### config.mk
export PLATFORM = sky130hd
export DESIGN_NAME = uart8_transmitter_flat
export DESIGN_NICKNAME = d
export VERILOG_FILES = /design/src/rtl/uart8_pkg.sv /design/src/rtl/uart8_transmitter_if.sv /design/src/rtl/uart8_baud_tick.sv /design/src/rtl/uart8_transmitter.sv /design/src/flat_wrapper.sv
export SDC_FILE = /design/constraint.sdc
export NUM_CORES = 1
export LEC_CHECK = 0
export ABC_CLOCK_PERIOD_IN_PS = 2400
export CORE_ASPECT_RATIO = 0.6
export CORE_MARGIN = 2
export CORE_UTILIZATION = 55
export DETAILED_ROUTE_END_ITERATION = 6
export GPL_ROUTABILITY_DRIVEN = 0
export PLACE_DENSITY = 0.8
export SYNTH_ARGS = -nofsm -noshare
export SYNTH_HDL_FRONTEND = slang
export SYNTH_SLANG_ARGS = --single-unit
### constraint.sdc
create_clock -name clk -period 2.4 [get_ports clk]
set_input_delay 0.24 -clock clk [delete_from_list [all_inputs] [get_ports clk]]
set_output_delay 0.24 -clock clk [all_outputs]
set_load 0.01 [all_outputs]
### src/rtl/uart8_pkg.sv
// Shared UART definitions: FSM state type, data width and bit-period helper.
package uart8_pkg;

  localparam int unsigned UART8_DATA_BITS = 8;

  typedef enum logic [2:0] {
    ST_IDLE   = 3'd0,
    ST_START  = 3'd1,
    ST_DATA   = 3'd2,
    ST_PARITY = 3'd3,
    ST_STOP   = 3'd4
  } uart8_state_e;

  // Clock cycles per bit, truncated toward zero.
  function automatic int unsigned uart8_bit_period(input int unsigned clock_rate,
                                                   input int unsigned baud_rate);
    return clock_rate / baud_rate;
  endfunction

endpackage

### src/rtl/uart8_transmitter_if.sv
// Byte handshake and serial line between a frame source and the UART transmitter.
interface uart8_transmitter_if;
  import uart8_pkg::*;

  logic                       txEn;
  logic                       txStart;
  logic [UART8_DATA_BITS-1:0] in;
  logic                       txBusy;
  logic                       txDone;
  logic                       tx;

  modport master (
    output txEn, txStart, in,
    input  txBusy, txDone, tx
  );

  modport slave (
    input  txEn, txStart, in,
    output txBusy, txDone, tx
  );

endinterface

### src/rtl/uart8_baud_tick.sv
// Bit-period timer: counts 0..PERIOD-1 and flags the last count with a registered tick.
module uart8_baud_tick #(
  parameter int unsigned PERIOD = 1250
) (
  input  logic clk,
  input  logic reset,
  input  logic clear,
  output logic tick
);

  localparam int unsigned      CNT_W = (PERIOD > 1) ? $clog2(PERIOD) : 1;
  localparam logic [CNT_W-1:0] LAST  = CNT_W'(PERIOD - 1);

  logic [CNT_W-1:0] count_q, count_d;
  logic             tick_q, tick_d;

  // Next count: held at zero while cleared, otherwise wraps after LAST.
  always_comb begin
    count_d = count_q;
    if (clear) begin
      count_d = '0;
    end else if (count_q == LAST) begin
      count_d = '0;
    end else begin
      count_d = count_q + CNT_W'(1);
    end
    tick_d = (count_d == LAST);
  end

  // Counter and tick registers.
  always_ff @(posedge clk) begin
    if (reset) begin
      count_q <= '0;
      tick_q  <= 1'b0;
    end else begin
      count_q <= count_d;
      tick_q  <= tick_d;
    end
  end

  assign tick = tick_q;

endmodule

### src/rtl/uart8_transmitter.sv
// 8-bit UART transmitter: start bit, eight data bits LSB first, stop bit.
// Define UART8_TX_PARITY_EN to insert an even-parity bit before the stop bit.
module uart8_transmitter
  import uart8_pkg::*;
#(
  parameter int unsigned CLOCK_RATE = 12000000,
  parameter int unsigned BAUD_RATE  = 9600
) (
  input logic               clk,
  input logic               reset,
  uart8_transmitter_if.slave bus
);

  localparam int unsigned D = uart8_bit_period(CLOCK_RATE, BAUD_RATE);
  localparam int unsigned W = UART8_DATA_BITS;

  localparam logic [2:0] IDLE   = 3'(ST_IDLE);
  localparam logic [2:0] START  = 3'(ST_START);
  localparam logic [2:0] DATA   = 3'(ST_DATA);
`ifdef UART8_TX_PARITY_EN
  localparam logic [2:0] PARITY = 3'(ST_PARITY);
`endif
  localparam logic [2:0] STOP   = 3'(ST_STOP);

  localparam logic [2:0] LAST_IDX = 3'(W - 1);

  logic [2:0]   state_q, state_d;
  logic [W-1:0] shift_q, shift_d;
  logic [2:0]   idx_q,   idx_d;
  logic         tx_q,    tx_d;
  logic         busy_q,  busy_d;
  logic         done_q,  done_d;
`ifdef UART8_TX_PARITY_EN
  logic         par_q,   par_d;
`endif

  logic tick;
  logic baud_clear_c;

  // Bit timer is held cleared while idle so each frame starts on a fresh period.
  assign baud_clear_c = (state_q == IDLE);

  uart8_baud_tick #(
    .PERIOD (D)
  ) u_baud_tick (
    .clk   (clk),
    .reset (reset),
    .clear (baud_clear_c),
    .tick  (tick)
  );

  // Frame sequencing and next values of the registered line outputs.
  always_comb begin
    state_d = state_q;
    shift_d = shift_q;
    idx_d   = idx_q;
    tx_d    = tx_q;
    busy_d  = busy_q;
    done_d  = 1'b0;
`ifdef UART8_TX_PARITY_EN
    par_d   = par_q;
`endif
    case (state_q)
      IDLE: begin
        tx_d   = 1'b1;
        busy_d = 1'b0;
        if (bus.txEn && bus.txStart) begin
          shift_d = bus.in;
          idx_d   = '0;
          tx_d    = 1'b0;
          busy_d  = 1'b1;
          state_d = START;
`ifdef UART8_TX_PARITY_EN
          par_d   = ^bus.in;
`endif
        end
      end
      START: begin
        if (tick) begin
          tx_d    = shift_q[0];
          state_d = DATA;
        end
      end
      DATA: begin
        if (tick) begin
          idx_d = idx_q + 3'd1;
          if (idx_q == LAST_IDX) begin
`ifdef UART8_TX_PARITY_EN
            tx_d    = par_q;
            state_d = PARITY;
`else
            tx_d    = 1'b1;
            state_d = STOP;
`endif
          end else begin
            shift_d = {1'b0, shift_q[W-1:1]};
            tx_d    = shift_q[1];
          end
        end
      end
`ifdef UART8_TX_PARITY_EN
      PARITY: begin
        if (tick) begin
          tx_d    = 1'b1;
          state_d = STOP;
        end
      end
`endif
      STOP: begin
        if (tick) begin
          tx_d    = 1'b1;
          busy_d  = 1'b0;
          done_d  = 1'b1;
          state_d = IDLE;
        end
      end
      default: begin
        tx_d    = 1'b1;
        busy_d  = 1'b0;
        state_d = IDLE;
      end
    endcase
  end

  // State and output registers; reset abandons any frame in flight.
  always_ff @(posedge clk) begin
    if (reset) begin
      state_q <= IDLE;
      shift_q <= '0;
      idx_q   <= '0;
      tx_q    <= 1'b1;
      busy_q  <= 1'b0;
      done_q  <= 1'b0;
`ifdef UART8_TX_PARITY_EN
      par_q   <= 1'b0;
`endif
    end else begin
      state_q <= state_d;
      shift_q <= shift_d;
      idx_q   <= idx_d;
      tx_q    <= tx_d;
      busy_q  <= busy_d;
      done_q  <= done_d;
`ifdef UART8_TX_PARITY_EN
      par_q   <= par_d;
`endif
    end
  end

  assign bus.tx     = tx_q;
  assign bus.txBusy = busy_q;
  assign bus.txDone = done_q;

endmodule

### src/flat_wrapper.sv
// flat-port wrapper written by rule: the top's interface ports become plain ports
module uart8_transmitter_flat import uart8_pkg::*;
#(
  parameter int unsigned CLOCK_RATE = 12000000,
  parameter int unsigned BAUD_RATE  = 9600
)
  (clk, reset, bus_txEn, bus_txStart, bus_in, bus_txBusy, bus_txDone, bus_tx);
  uart8_transmitter_if bus_i ();
  input logic clk;
  input logic reset;
  input wire logic [$bits(bus_i.txEn)-1:0] bus_txEn;
  input wire logic [$bits(bus_i.txStart)-1:0] bus_txStart;
  input wire logic [$bits(bus_i.in)-1:0] bus_in;
  output wire logic [$bits(bus_i.txBusy)-1:0] bus_txBusy;
  output wire logic [$bits(bus_i.txDone)-1:0] bus_txDone;
  output wire logic [$bits(bus_i.tx)-1:0] bus_tx;
  assign bus_i.txEn = bus_txEn;
  assign bus_i.txStart = bus_txStart;
  assign bus_i.in = bus_in;
  assign bus_txBusy = bus_i.txBusy;
  assign bus_txDone = bus_i.txDone;
  assign bus_tx = bus_i.tx;
  uart8_transmitter #(.CLOCK_RATE(CLOCK_RATE), .BAUD_RATE(BAUD_RATE)) u_core (.clk(clk), .reset(reset), .bus(bus_i));
endmodule
==> flow_summary.toml <==
[outcome]
outcome = "completed"

[pwr]
p_int_mw = 0.795
combPwrFrac_pct = 7.2
switching_share_pct = 22.8
p_clk_share_pct = 43.4
ir_drop_uv = 406
pwr-share-seq_pct = 49.4
p_sw_mw = 0.234
pwr_density_cell_mw_per_mm2 = 592
leakage_nw = 0.568

[critical_path]
r2r-start = "u_core.state_q[1]"
crit_path_top_delay_cell = "dfxtp_1"
r2r-end = "u_core.shift_q[7]"
r2r_slack_ns = 0.53
cp.arrival_ns = 2.09
critPathLaunch = "u_core.state_q[1]"
cp_max_fo = 15
endpoint_kind = "flip-flop"
endpoint = "u_core.shift_q[7]"
crit_path_max_incr_delay_ns = 0.53
worstRegToRegCells = 4
critPathKind = "reg2reg"
critPathLaunchType = "flip-flop"
cp_cell_sequence = "nor3b_2, nand2b_1, a21bo_2, a21oi_1"
worst_ep_required_time_ns = 2.62

[layout]
fin_nets = 196
antenna_cells = 0
drive_gt1_share_pct = 11.6
syn_to_final_growth_pct = 17.0
finalNonFillerCells = 213

[cts]
cts_resized = 0
clock-sinks = 29
cts_tree = "yes"
cts_setup_buffers = 0
root_buffer = "clkbuf_8"
cts_buffers = 5
htree_levels = 2
cts_hold_buf = 0
clock_latency_ns = 0.28
cts_buffer_depth = 2
clkTransAtPathRegs_ns = 0.06

[logic_synthesis]
syn_area_per_cell_um2 = 8.89
synth_edf_count = 0
async_flop_share_pct = 0
seq_area_frac_synth_pct = 39.1
synth_flop_cell = "dfxtp_1"
netlist_area_mm2 = 0.00149
synth_nets = 183
synthCells = 167
synth.distinct_cells = 44
ys_ff_latch = 29
synth.yosys.warnings = 0

[sta]
fin_skew_ns = 0.00368
grt_setup_unrepaired = "no"
slew_viol_final = 0
setup_viol = 0
min_period_ns = 1.87
tightest_slew_ns = 0.488
finalCritPeriodShare_pct = 77.9
fin_setup_tns_ns = 0
slew_headroom_pct = 67.4
hold_viol_final = 0
fmax_mhz = 535

[placement]
place_inst = 205
dp_hpwl_um = 2260
io_buffers = 14

[global_routing]
grt_pass1_wl_um = 5420
grt_max_degree = 18
grt.total_usage_pct = 22.8
antenna_found_initial = 0
globalRoute.totalOverflow = 0
first_global_vias = 1187

[routing]
vias = 1260
wl_per_cell_um = 14.9
drt-pass1-iter-count = 4
vias_per_cell = 5.92
routed_wirelength_um = 3180
drt-initial-drc-count = 67
detail-route-antenna-nets = 0
route.detailed.drc = 0

[hold_path]
hp-class = "reg2reg"

[floorplan]
rows = 14
die_h_um = 44.3
start_util_pct = 58.5
die_area_mm2 = 0.00315
dieWidth_um = 71.1
pin_count = 15
core_area_mm2 = 0.00254

[flow_run]
cap_violations = 0
[cells in the final DEF (no fill, tap or decap), types with 2 or more instances in the layout]
master,netlist,final
a211oi_1,2,2
a21oi_1,14,14
a311oi_1,7,7
a32oi_1,3,3
buf_4,1,2
clkbuf_8,0,7
clkdlybuf4s50_1,0,14
dfxtp_1,29,29
ha_1,4,4
inv_1,6,6
mux2i_1,8,8
nand2_1,8,8
nand2b_1,5,5
nand3_1,6,6
nand3b_1,4,4
nand4_1,3,3
nor2_1,16,16
nor2b_1,2,2
nor3_1,2,2
nor3b_1,2,2
nor4_1,4,4
o21ai_0,4,4
or3_1,2,2
xnor2_1,6,6
xor2_1,2,2
[layout make-up]
type | count | area (µm²)
clock buffer | 7 | 96.3
inverter | 6 | 22.5
timing repair buffer | 16 | 155
tap | 32 | 40.0
clock inverter | 1 | 5.00
multi-input combinational | 122 | 838
fill | 204 | 802
sequential | 29 | 581
[through the flow]
step	cell area (µm²)	setup slack, ns	total power, mW	hold WS, ns	utilization, %
global route	1740	0.324	1.07	0.497	68.4
finish	1740	0.529	1.03	0.475	68.4
detailed placement	1640	0.571	0.592	0.472	64.4
CTS	1740	0.546	1.04	0.483	68.4
global placement	1640	0.661	0.587	0.455	64.4
floorplan	1490	0.734	0.556	0.388	-
[cell usage after synthesis, types with 5 or more instances]
cell type,count,share of area [%]
nand2b_1,5,2.1
inv_1,6,1.5
xnor2_1,6,3.5
clkbuf_1,6,1.5
a311oi_1,7,4.1
a21oi_1,14,4.7
nor2_1,16,4.0
dfxtp_1,29,39
nand3_1,6,2.0
nand2_1,8,2.0
mux2i_1,8,5.4
[worst max-delay path: cells and delay by family, from the launching register on]
family	cells	cell delay, ns
AO/OA/AOI/OAI	2	0.43
flip-flops	1	0.53
AND/OR/NAND/NOR	2	0.84
[state kept, by name, indices dropped and copies added (netlist names)]
| signal | cells |
|---|---|
| u_core.u_baud_tick.count_q | 11 |
| u_core.shift_q | 8 |
| u_core.idx_q | 3 |
| u_core.state_q | 3 |
| u_core.bus.tx | 1 |
| u_core.bus.txBusy | 1 |
| u_core.bus.txDone | 1 |
| u_core.u_baud_tick.tick | 1 |
[per-layer routing]
metal	up-vias	GRT usage (%)	part of all wire, %	wire [µm]
li1	637	-	-	-
met3	3	9.34	4.8	151
met5	-	0	0	0
met2	23	34.6	44	1390
met4	0	5.66	0.79	25
met1	597	30.6	51	1610
[power groups by stage]
stage	Clock, mW	Sequential (mW)	Combinational [mW]
2_1_floorplan	0	0.513	0.0432
3_3_place_gp	0	0.517	0.0708
3_5_place_dp	0	0.518	0.0739
4_1_cts	0.456	0.507	0.0742
5_1_grt	0.475	0.509	0.0814
6_report	0.447	0.508	0.0741
[logic make-up after synthesis]
family,after synthesis,share of synthesized area (%)
buffers and inverters,16,4.46
multiplexers,9,6.15
AND/OR/NAND/NOR,63,24.3
XOR/XNOR,8,4.72
AO/OA/AOI/OAI,38,17.9
adder cells (fa/ha/maj),4,3.37
flip-flops,29,39.1
[worst min-delay path by stage]
stage,cells after the start,start,slack (ns),end
3_3_place_gp,2,u_core.idx_q[0],0.45,u_core.idx_q[0]
2_1_floorplan,2,bus_txStart,0.39,u_core.bus.txBusy
5_1_grt,2,u_core.idx_q[0],0.50,u_core.idx_q[0]
6_report,2,u_core.idx_q[0],0.48,u_core.idx_q[0]
3_5_place_dp,2,u_core.bus.txBusy,0.47,u_core.bus.txBusy
4_1_cts,2,u_core.bus.txBusy,0.48,u_core.bus.txBusy
No activity file was read; power rests on OpenSTA's default activity.
